**src/rtl/bp_mig_app_pkg.sv**
```systemverilog
`default_nettype none
// ============================================================================
// Module      : bp_mig_app_pkg
// Description : Shared types for the cache-DMA to MIG app-interface adapter.
//               MIG native command encodings and the adapter FSM states.
//               The DMA packet struct depends on the address-width parameter,
//               so it is declared inside the adapter itself.
// Revision    : 1.0 - initial release
// ============================================================================
package bp_mig_app_pkg;

    // MIG 7-series native app_cmd encodings
    typedef enum logic [2:0] {
        e_mig_app_cmd_write = 3'b000,
        e_mig_app_cmd_read  = 3'b001
    } bp_mig_app_cmd_e;

    // Adapter control FSM
    typedef enum logic [2:0] {
        e_idle       = 3'd0,
        e_rd_cmd     = 3'd1,
        e_wr_collect = 3'd2,
        e_wr_data    = 3'd3,
        e_wr_cmd     = 3'd4
    } bp_mig_app_state_e;

endpackage : bp_mig_app_pkg
`default_nettype wire

```
**src/rtl/bsg_fifo_1r1w_small.sv**
```systemverilog
`default_nettype none
// ============================================================================
// Module      : bsg_fifo_1r1w_small
// Description : Small circular FIFO, one write port and one read port,
//               valid/ready on input, valid/yumi on output. Data storage is
//               not reset; only pointers and occupancy are.
// Ports       : clk_i, reset_i (async, active-high)
//               v_i/ready_o/data_i   - push side
//               v_o/data_o/yumi_i    - pop side (data_o is the head entry)
// Revision    : 1.0 - initial release
// ============================================================================
module bsg_fifo_1r1w_small #(
    parameter int width_p = 128,
    parameter int els_p   = 4
) (
    input  logic               clk_i,
    input  logic               reset_i,
    input  logic               v_i,
    output logic               ready_o,
    input  logic [width_p-1:0] data_i,
    output logic               v_o,
    output logic [width_p-1:0] data_o,
    input  logic               yumi_i
);

    localparam int c_PTR_W = (els_p > 1) ? $clog2(els_p) : 1;
    localparam int c_CNT_W = $clog2(els_p + 1);

    logic [width_p-1:0] r_mem [els_p];
    logic [c_PTR_W-1:0] r_wptr;
    logic [c_PTR_W-1:0] r_rptr;
    logic [c_CNT_W-1:0] r_count;
    logic               w_push;
    logic               w_pop;

    assign ready_o = (r_count != c_CNT_W'(els_p));
    assign v_o     = (r_count != '0);
    assign data_o  = r_mem[r_rptr];
    assign w_push  = v_i & ready_o;
    assign w_pop   = yumi_i & v_o;

    always_ff @(posedge clk_i) begin
        if (w_push) begin
            r_mem[r_wptr] <= data_i;
        end
    end

    always_ff @(posedge clk_i or posedge reset_i) begin
        if (reset_i) begin
            r_wptr  <= '0;
            r_rptr  <= '0;
            r_count <= '0;
        end else begin
            if (w_push) begin
                r_wptr <= (r_wptr == c_PTR_W'(els_p - 1)) ? '0 : r_wptr + 1'b1;
            end
            if (w_pop) begin
                r_rptr <= (r_rptr == c_PTR_W'(els_p - 1)) ? '0 : r_rptr + 1'b1;
            end
            case ({w_push, w_pop})
                2'b10:   r_count <= r_count + 1'b1;
                2'b01:   r_count <= r_count - 1'b1;
                default: r_count <= r_count;
            endcase
        end
    end

endmodule : bsg_fifo_1r1w_small
`default_nettype wire

```
**src/rtl/mig_dma_app_adapter.sv**
```systemverilog
`default_nettype none
// ============================================================================
// Module      : mig_dma_app_adapter
// Description : Bridges the bsg_cache DMA port to the Xilinx MIG 7-series
//               native app interface, all in the MIG ui_clk domain. One
//               block-sized packet at a time, split into BL8 bursts; write
//               beats are packed into app words, read returns are buffered
//               and unpacked back into DMA beats.
// Ports       : clk_i, reset_i (async, active-high)
//               dma_pkt_*   - packet {write_not_read, addr} from the cache
//               dma_data_o* - read beats to the cache (valid/ready)
//               dma_data_i* - write beats from the cache (valid/yumi)
//               app_*       - MIG native command, write-data and read-data
//               init_calib_complete_i - gates packet acceptance only
// Revision    : 1.0 - initial release
// ============================================================================
module mig_dma_app_adapter
    import bp_mig_app_pkg::*;
#(
    parameter int caddr_width_p    = 28,
    parameter int dma_data_width_p = 64,
    parameter int block_width_p    = 512,
    parameter int app_data_width_p = 128,
    parameter int app_addr_width_p = 28,
    parameter int dram_width_p     = 16
) (
    input  logic                          clk_i,
    input  logic                          reset_i,
    input  logic                          init_calib_complete_i,

    input  logic [caddr_width_p:0]        dma_pkt_i,
    input  logic                          dma_pkt_v_i,
    output logic                          dma_pkt_yumi_o,

    output logic [dma_data_width_p-1:0]   dma_data_o,
    output logic                          dma_data_v_o,
    input  logic                          dma_data_ready_and_i,

    input  logic [dma_data_width_p-1:0]   dma_data_i,
    input  logic                          dma_data_v_i,
    output logic                          dma_data_yumi_o,

    output logic [app_addr_width_p-1:0]   app_addr_o,
    output logic [2:0]                    app_cmd_o,
    output logic                          app_en_o,
    input  logic                          app_rdy_i,

    output logic [app_data_width_p-1:0]   app_wdf_data_o,
    output logic [app_data_width_p/8-1:0] app_wdf_mask_o,
    output logic                          app_wdf_wren_o,
    output logic                          app_wdf_end_o,
    input  logic                          app_wdf_rdy_i,

    input  logic [app_data_width_p-1:0]   app_rd_data_i,
    input  logic                          app_rd_data_valid_i
);

    localparam int c_R      = app_data_width_p / dma_data_width_p;
    localparam int c_B      = block_width_p / app_data_width_p;
    localparam int c_K_W    = (c_B > 1) ? $clog2(c_B) : 1;
    localparam int c_BEAT_W = (c_R > 1) ? $clog2(c_R) : 1;
    localparam int c_PEND_W = $clog2(c_B + 1);
    localparam int c_BYTES_PER_COL = dram_width_p / 8;
    localparam logic [app_addr_width_p-1:0] c_COL_STEP =
        app_addr_width_p'(app_data_width_p / dram_width_p);

    typedef struct packed {
        logic                     write_not_read;
        logic [caddr_width_p-1:0] addr;
    } bsg_cache_dma_pkt_s;

    bsg_cache_dma_pkt_s          w_pkt;
    logic [caddr_width_p-1:0]    w_pkt_col;

    bp_mig_app_state_e           r_state;
    bp_mig_app_state_e           w_state_next;
    logic [c_K_W-1:0]            r_k;
    logic [app_addr_width_p-1:0] r_base;
    logic [c_BEAT_W-1:0]         r_beat;
    logic [app_data_width_p-1:0] r_wdata;
    logic [c_BEAT_W-1:0]         r_rd_sel;
    logic [c_PEND_W-1:0]         r_rd_pending;

    logic                        w_last_burst;
    logic                        w_last_beat;
    logic                        w_rd_cmd_accept;
    logic                        w_fifo_ready;
    logic                        w_fifo_v;
    logic [app_data_width_p-1:0] w_fifo_data;
    logic                        w_beat_take;
    logic                        w_pop;
    logic                        w_rd_idle;

    assign w_pkt     = dma_pkt_i;
    assign w_pkt_col = w_pkt.addr / caddr_width_p'(c_BYTES_PER_COL);

    assign w_last_burst    = (r_k == c_K_W'(c_B - 1));
    assign w_last_beat     = (r_beat == c_BEAT_W'(c_R - 1));
    assign w_rd_cmd_accept = (r_state == e_rd_cmd) & app_rdy_i;

    // A read is only accepted when no earlier read is still owed to the
    // cache: not merely an empty buffer, but also no returns still in
    // flight inside the MIG. This keeps the B-entry buffer from overflowing
    // even when the MIG read latency exceeds the command phase.
    assign w_rd_idle = (r_rd_pending == '0) & w_fifo_ready;

    assign app_addr_o     = r_base + app_addr_width_p'(r_k) * c_COL_STEP;
    assign app_wdf_data_o = r_wdata;
    assign app_wdf_mask_o = '0;

    // ------------------------------------------------------------------
    // Control FSM
    // ------------------------------------------------------------------
    always_ff @(posedge clk_i or posedge reset_i) begin
        if (reset_i) begin
            r_state <= e_idle;
        end else begin
            r_state <= w_state_next;
        end
    end

    always_comb begin
        w_state_next    = r_state;
        dma_pkt_yumi_o  = 1'b0;
        dma_data_yumi_o = 1'b0;
        app_en_o        = 1'b0;
        app_cmd_o       = e_mig_app_cmd_write;
        app_wdf_wren_o  = 1'b0;
        app_wdf_end_o   = 1'b0;
        case (r_state)
            e_idle: begin
                dma_pkt_yumi_o = dma_pkt_v_i & init_calib_complete_i
                               & (w_pkt.write_not_read | w_rd_idle);
                if (dma_pkt_yumi_o) begin
                    w_state_next = w_pkt.write_not_read ? e_wr_collect : e_rd_cmd;
                end
            end
            e_rd_cmd: begin
                app_en_o  = 1'b1;
                app_cmd_o = e_mig_app_cmd_read;
                if (app_rdy_i && w_last_burst) begin
                    w_state_next = e_idle;
                end
            end
            e_wr_collect: begin
                dma_data_yumi_o = dma_data_v_i;
                if (dma_data_v_i && w_last_beat) begin
                    w_state_next = e_wr_data;
                end
            end
            e_wr_data: begin
                app_wdf_wren_o = 1'b1;
                app_wdf_end_o  = 1'b1;
                if (app_wdf_rdy_i) begin
                    w_state_next = e_wr_cmd;
                end
            end
            e_wr_cmd: begin
                app_en_o  = 1'b1;
                app_cmd_o = e_mig_app_cmd_write;
                if (app_rdy_i) begin
                    w_state_next = w_last_burst ? e_idle : e_wr_collect;
                end
            end
            default: begin
                w_state_next = e_idle;
            end
        endcase
    end

    // ------------------------------------------------------------------
    // Burst / beat bookkeeping
    // ------------------------------------------------------------------
    always_ff @(posedge clk_i or posedge reset_i) begin
        if (reset_i) begin
            r_k          <= '0;
            r_base       <= '0;
            r_beat       <= '0;
            r_rd_sel     <= '0;
            r_rd_pending <= '0;
        end else begin
            if (dma_pkt_yumi_o) begin
                r_base <= app_addr_width_p'(w_pkt_col);
                r_k    <= '0;
                r_beat <= '0;
            end else if (app_en_o && app_rdy_i) begin
                r_k <= r_k + 1'b1;
            end

            if (dma_data_yumi_o) begin
                r_beat <= w_last_beat ? '0 : r_beat + 1'b1;
            end

            if (w_beat_take) begin
                r_rd_sel <= (r_rd_sel == c_BEAT_W'(c_R - 1)) ? '0 : r_rd_sel + 1'b1;
            end

            case ({w_rd_cmd_accept, w_pop})
                2'b10:   r_rd_pending <= r_rd_pending + 1'b1;
                2'b01:   r_rd_pending <= r_rd_pending - 1'b1;
                default: r_rd_pending <= r_rd_pending;
            endcase
        end
    end

    // Write word register: beat j lands in slice j, beat 0 in the LSBs.
    always_ff @(posedge clk_i) begin
        if (dma_data_yumi_o) begin
            r_wdata[r_beat*dma_data_width_p +: dma_data_width_p] <= dma_data_i;
        end
    end

    // ------------------------------------------------------------------
    // Read return path: MIG data cannot be stalled, so it is pushed
    // unconditionally and unpacked one slice per cache handshake.
    // ------------------------------------------------------------------
    bsg_fifo_1r1w_small #(
        .width_p (app_data_width_p),
        .els_p   (c_B)
    ) u_rd_fifo (
        .clk_i   (clk_i),
        .reset_i (reset_i),
        .v_i     (app_rd_data_valid_i),
        .ready_o (w_fifo_ready),
        .data_i  (app_rd_data_i),
        .v_o     (w_fifo_v),
        .data_o  (w_fifo_data),
        .yumi_i  (w_pop)
    );

    assign w_beat_take  = w_fifo_v & dma_data_ready_and_i;
    assign w_pop        = w_beat_take & (r_rd_sel == c_BEAT_W'(c_R - 1));
    assign dma_data_v_o = w_fifo_v;
    assign dma_data_o   = w_fifo_data[r_rd_sel*dma_data_width_p +: dma_data_width_p];

endmodule : mig_dma_app_adapter
`default_nettype wire

```
**config.mk**
```make
export PLATFORM = sky130hd
export DESIGN_NAME = mig_dma_app_adapter
export DESIGN_NICKNAME = d
export VERILOG_FILES = /design/src/rtl/bp_mig_app_pkg.sv /design/src/rtl/bsg_fifo_1r1w_small.sv /design/src/rtl/mig_dma_app_adapter.sv
export SDC_FILE = /design/constraint.sdc
export NUM_CORES = 1
export LEC_CHECK = 0
export CAP_MARGIN = 20
export CELL_PAD_IN_SITES_DETAIL_PLACEMENT = 1
export CELL_PAD_IN_SITES_GLOBAL_PLACEMENT = 2
export CORE_UTILIZATION = 43
export DETAILED_ROUTE_END_ITERATION = 8
export PLACE_DENSITY = 0.83
export SYNTH_ARGS = -nofsm -noshare
export SYNTH_HDL_FRONTEND = slang
export SYNTH_SLANG_ARGS = --single-unit
```
**constraint.sdc**
```tcl
create_clock -name clk_i -period 8.3 [get_ports clk_i]
set_clock_uncertainty 0.1 [all_clocks]
set_input_delay 1.66 -clock clk_i [delete_from_list [all_inputs] [get_ports clk_i]]
set_output_delay 1.66 -clock clk_i [all_outputs]
set_load 0.02 [all_outputs]
```
==> Word-level counts from Yosys, hierarchy flattened <==
Memories as Yosys holds them, arrays and structs flattened.
Cells that the tools add are included.
{ "totals": {"reg_bits": 172, "mem_bits_rw": 512, "input_bits": 230, "output_inout_bits": 245, "elab_cells": 89, "n_memories": 1} }
{ "classes": {"n_addsub": 11, "eq_ne": 17, "shifts": 3, "n_mux": 26, "n_bitwise": 9, "n_reduce_logical": 12} }
{ "mem_list": {"columns": ["name", "words", "word_bits", "read_ports", "rd_clocked_by_memory_dff", "write_ports", "line_no", "rtl"], "rows": [
  ["u_rd_fifo.r_mem", 4, 128, 1, 0, 1, "bsg_fifo_1r1w_small.sv:29", "logic [width_p-1:0] r_mem [els_p];"]
]} }
{ "op_table": {"columns": ["op", "count"], "rows": [
  ["bitwise mux 128 bit", 1],
  ["variable shift 64 x 34 -> 128 bit (first input constant)", 1],
  ["indexed part select 128 x 8 -> 64 bit", 1],
  ["indexed part select 64 x 34 -> 128 bit", 1],
  ["negator 7 -> 34 bit", 1],
  ["adder 27 x 5 -> 28 bit", 1],
  ["two-way mux 3 bit", 5],
  ["case mux 3 bit (5 select lines)", 1],
  ["two-way mux 2 bit", 6],
  ["case mux 3 bit (2 select lines)", 2],
  ["two-way mux 1 bit", 11],
  ["== test 2 bit (second input constant)", 5],
  ["bitwise AND 1 bit", 8],
  ["!= test 2 bit (second input constant)", 4],
  ["nonzero test 2 bit", 4],
  ["adder 2 x 1 -> 2 bit (second input constant)", 3],
  ["adder 3 x 1 -> 3 bit (second input constant)", 2],
  ["== test 3 x 2 -> 1 bit (second input constant)", 2],
  ["logical NOT 3 bit", 2],
  ["subtractor 3 x 1 -> 3 bit (second input constant)", 2],
  ["AND reduction 5 bit", 1],
  ["== test 2 x 1 -> 1 bit (second input constant)", 2],
  ["== test 3 x 1 -> 1 bit (second input constant)", 1],
  ["== test 3 bit (second input constant)", 1],
  ["7 further kinds", 10]
]} }

==> Longest topological paths before layout <==
{ "logic_depth": {"word_depth": 7, "mapped_depth": 9, "depth_no_buf": 9} }

==> Hierarchy <==
From an unflattened synthesis, not the netlist that was laid out.
{ "hier_totals": {"hier_cells": 1272, "hier_area_um2": 26710.6} }
{ "by_module_without_submodules": {"columns": ["mod", "n_inst", "cells_each", "area_each_um2", "seq_area_each_um2"], "rows": [
  ["bsg_fifo_1r1w_small", 1, 710, 18935.7, 15549.9],
  ["mig_dma_app_adapter", 1, 562, 7775.0, 4769.6]
]} }

==> Least setup slack after synthesis <==
OpenSTA, ideal clock, no wires.
{ "synth_path": {"path_kind": "input to register", "from": "input port app_rd_data_valid_i", "to": "memory u_rd_fifo.r_mem[0][0] (enable)", "setup_time_ns": 0.503, "t_arrival_ns": 4.657, "required_time_ns": 7.697, "path_slack_ns": 3.040, "stages": 1, "path_buffers": 0, "path_cell_list": "and3_1"} }
{ "synth_via": {"elab_chain_cells": 3} }
{ "synth_rtl": {"columns": ["item", "line_no", "rtl"], "rows": [
  ["start, declared", "mig_dma_app_adapter.sv:55", "input logic app_rd_data_valid_i"],
  ["bitwise AND 1 bit", "bsg_fifo_1r1w_small.sv:39", "assign w_push = v_i & ready_o;"],
  ["two-way mux 1 bit", "bsg_fifo_1r1w_small.sv:43", "if (w_push) begin"],
  ["two-way mux 1 bit (not written as such)", "bsg_fifo_1r1w_small.sv:44", "r_mem[r_wptr] <= data_i;"],
  ["end, declared", "bsg_fifo_1r1w_small.sv:29", null]
]} }
No other way between the ends.

==> Worst setup path in the final report <==
{ "layout_path": {"from": "input port dma_pkt_i[28]", "to": "output port dma_pkt_yumi_o"} }
{ "layout_via": {"elab_chain_cells": 3} }
{ "layout_rtl": {"columns": ["item", "line_no", "rtl"], "rows": [
  ["start, declared", "mig_dma_app_adapter.sv:31", "input logic [caddr_width_p:0] dma_pkt_i,"],
  ["OR 1 bit", "mig_dma_app_adapter.sv:133", "& (w_pkt.write_not_read | w_rd_idle);"],
  ["bitwise AND 1 bit", "mig_dma_app_adapter.sv:133", null],
  ["two-way mux 1 bit", "mig_dma_app_adapter.sv:130", "case (r_state)"],
  ["end, declared", "mig_dma_app_adapter.sv:33", "output logic dma_pkt_yumi_o,"]
]} }
No other way between the ends.

==> flow_summary.ini <==
[run_status]
status = complete, no violations

[clock_network]
clk_pin_slew_ns = 0.05
insertion_delay_ns = 0.60
cts_resized = 0
cts_sinks = 684
clockBufferDepth = 3
numCtsBuffers = 73
cts_hold_buf = 0
h-tree-depth = 3
cts_tree = done
cts_root_buffer = clkbuf_16
postCtsSetupRepairBufs = 0

[layout]
final_cell_count_no_fill = 2596
design_area_mm2 = 0.03443
area_growth_pct = 29.09
fin_nets = 1993
drive_gt1_share_pct = 19.63

[yosys]
synth_fa_ha_area_share_pct = 0.6942
synth_warnings = 0
synthesis.area_mm2 = 0.02667
syn_inst = 1263
synth_cell_types = 45
ys_seq_area_share_pct = 76.18
yosys.area_share.simple_pct = 4.766
synthMuxAreaShare_pct = 15.16
synth_edf_count = 640
ys_seq_elements = 684
synthArstFlopShare_pct = 6.433
post-synth-top-count-cell = edfxtp_1
synth.avg_cell_area_um2 = 21.12
synth_xor_area_share_pct = 1.051
yosys-top-cells-count = edfxtp_1 (640), mux4_2 (128), and2_1 (69), nor2b_1 (68), mux2_2 (67)
synth_top_area_share_pct = 72.05
yosys-top-cells-area = edfxtp_1 (72%), mux4_2 (11%), dfrtp_1 (4.1%), mux2_2 (2.8%), and2_1 (1.6%)
synth_compound_area_share_pct = 0.3143
synth_top_family_by_area = multiplexers
synth_ff_type = edfxtp_1
synth_area_leader_cell = edfxtp_1

[grt]
grt-ovfl-total = 0
grt_pass1_wl_um = 92820
track_usage_pct = 19.81
grt_pass1_vias = 14980
antenna_found_initial = 23
grt_max_degree = 130

[floorplan]
die_y_um = 251.1
start_util_pct = 43.87
core_mm2 = 0.06081
boundaryPins = 475
dieArea_mm2 = 0.06303
die-width_um = 251.1
rows = 90

[worst_setup_path]
worst-path-max-fanout = 31
path_common_cell = clkdlybuf4s50_1
crit_type = in2out
worstPathCellList = clkdlybuf4s50_1, or4b_4, o2111ai_2, nor4_4, buf_4, clkdlybuf4s50_1
end_kind = primary output
crit_arrival_ns = 3.94
slowest_stage = clkdlybuf4s50_1
regToRegSetupSlack_ns = 5.67
slowest_delay_ns = 0.71
crit_path_start_kind = input pin
required_ns = 6.54

[routing]
drt-pass1-iter-count = 4
viasPerCell = 5.153
wire_per_inst_um = 24.12
drt.antenna.violating_nets = 0
drc = 0
vias = 13380
wl_um = 62620
drt_first_iter_violations = 671

[sta]
setup_viol = 0
period_share_pct = 68.62
rsz0062_at_grt = false
max_freq_mhz = 175.6
whs_ns = 0.3878
finalSetupTns_ns = 0
tightest_slew_ns = 0.9563
hold_violations = 0
period_minus_slack_ns = 5.695
finalWorstSetupSlack_ns = 2.605
finalMaxSlewViolations = 0
max-slew-margin-rel_pct = 36.25

[pwr]
powerDensity_mw_per_mm2 = 365.0
leakagePower_uw = 0.01153
ir_worst_vdd_mv = 0.2251

[placement]
place_area_mm2 = 0.03203
numPortBuffers = 455
dp_slack_ns = 2.583
place.gp.congestion = 0.7831
hpwlAfterDp_um = 40330
dp_cells = 2456

[hold_path]
min_path_type = reg2reg

[run]
drv_cap = 0
-- worst max-delay path: cells and delay by family --
kind / cells / cell delay (ns)
AND/OR/NAND/NOR: 2 / 0.31
buffers and inverters: 3 / 1.77
AO/OA/AOI/OAI: 1 / 0.17
-- cell usage in the layout (no fill, tap or decap), types with 22 or more instances in the layout --
master and n:
xnor2_1 22, nor2b_1 68, mux2_2 67, clkbuf_16 74
dfrtp_1 40, and2_1 68, clkdlybuf4s50_1 455, mux2_4 25
mux4_2 128, edfxtp_1 640
-- through the flow --
step / util (%) / total power (uW)
after global placement: 52.68 / 9362
after CTS: 56.56 / 12770
after global routing: 56.63 / 13130
final: 56.63 / 12570
after detailed placement: 52.68 / 9502
after floorplan: - / 7721
-- cell families after synthesis --
kind of cell / after synthesis
other: 1
AND/OR/NAND/NOR: 207
multiplexers: 223
XOR/XNOR: 32
buffers and inverters: 91
adder cells (fa/ha/maj): 13
AO/OA/AOI/OAI: 12
flip-flops: 684
-- power breakdown --
group	leakage (uW)	switching, uW	internal (uW)
sequential	0.00640	425	4630
combinational	0.00397	2170	2130
clock	0.00115	1320	1900
-- metal layers --
metal	GRT usage [%]	up-vias	part of all wire (%)
met5	0	-	0.27
met1	22.29	6852	37
met3	6.917	117	8.1
met4	6.794	26	2.3
li1	-	5963	-
met2	34.90	420	52
-- worst paths after layout --
path,start,endpoint,cells after the start
max,dma_pkt_i[28],dma_pkt_yumi_o,6
max in group asynchronous,reset_i,r_beat$_DFFE_PP0P_,3
max reg2reg,u_rd_fifo.r_count[0]$_DFFE_PP0P_,u_rd_fifo.r_count[2]$_DFFE_PP0P_,9
min in group asynchronous,reset_i,r_base[25]$_DFFE_PP0P_,3
min reg2reg,r_rd_pending[2]$_DFFE_PP0P_,r_rd_pending[2]$_DFFE_PP0P_,1
min,r_rd_pending[2]$_DFFE_PP0P_,r_rd_pending[2]$_DFFE_PP0P_,1
-- state kept, by name (all words and copies together) (netlist names) --
signal / count
app_wdf_data_o: 128
u_rd_fifo.r_count: 3
r_base: 27
u_rd_fifo.r_mem: 512
r_k: 2
u_rd_fifo.r_rptr: 2
r_rd_pending: 3
u_rd_fifo.r_wptr: 2
r_rd_sel: 1
r_beat: 1
r_state: 3
-- area by class of cell --
cell class | count | area (um^2)
fillers | 5332 | 26370
flip-flops and latches | 684 | 20330
multi-input cells | 505 | 5959
repair buffers | 471 | 4732
clock buffers | 92 | 1919
well taps | 782 | 978.4
clock inverters | 41 | 439.2
inverters | 15 | 56.30
diodes | 6 | 15.01
No activity file was read; power rests on OpenSTA's default activity.
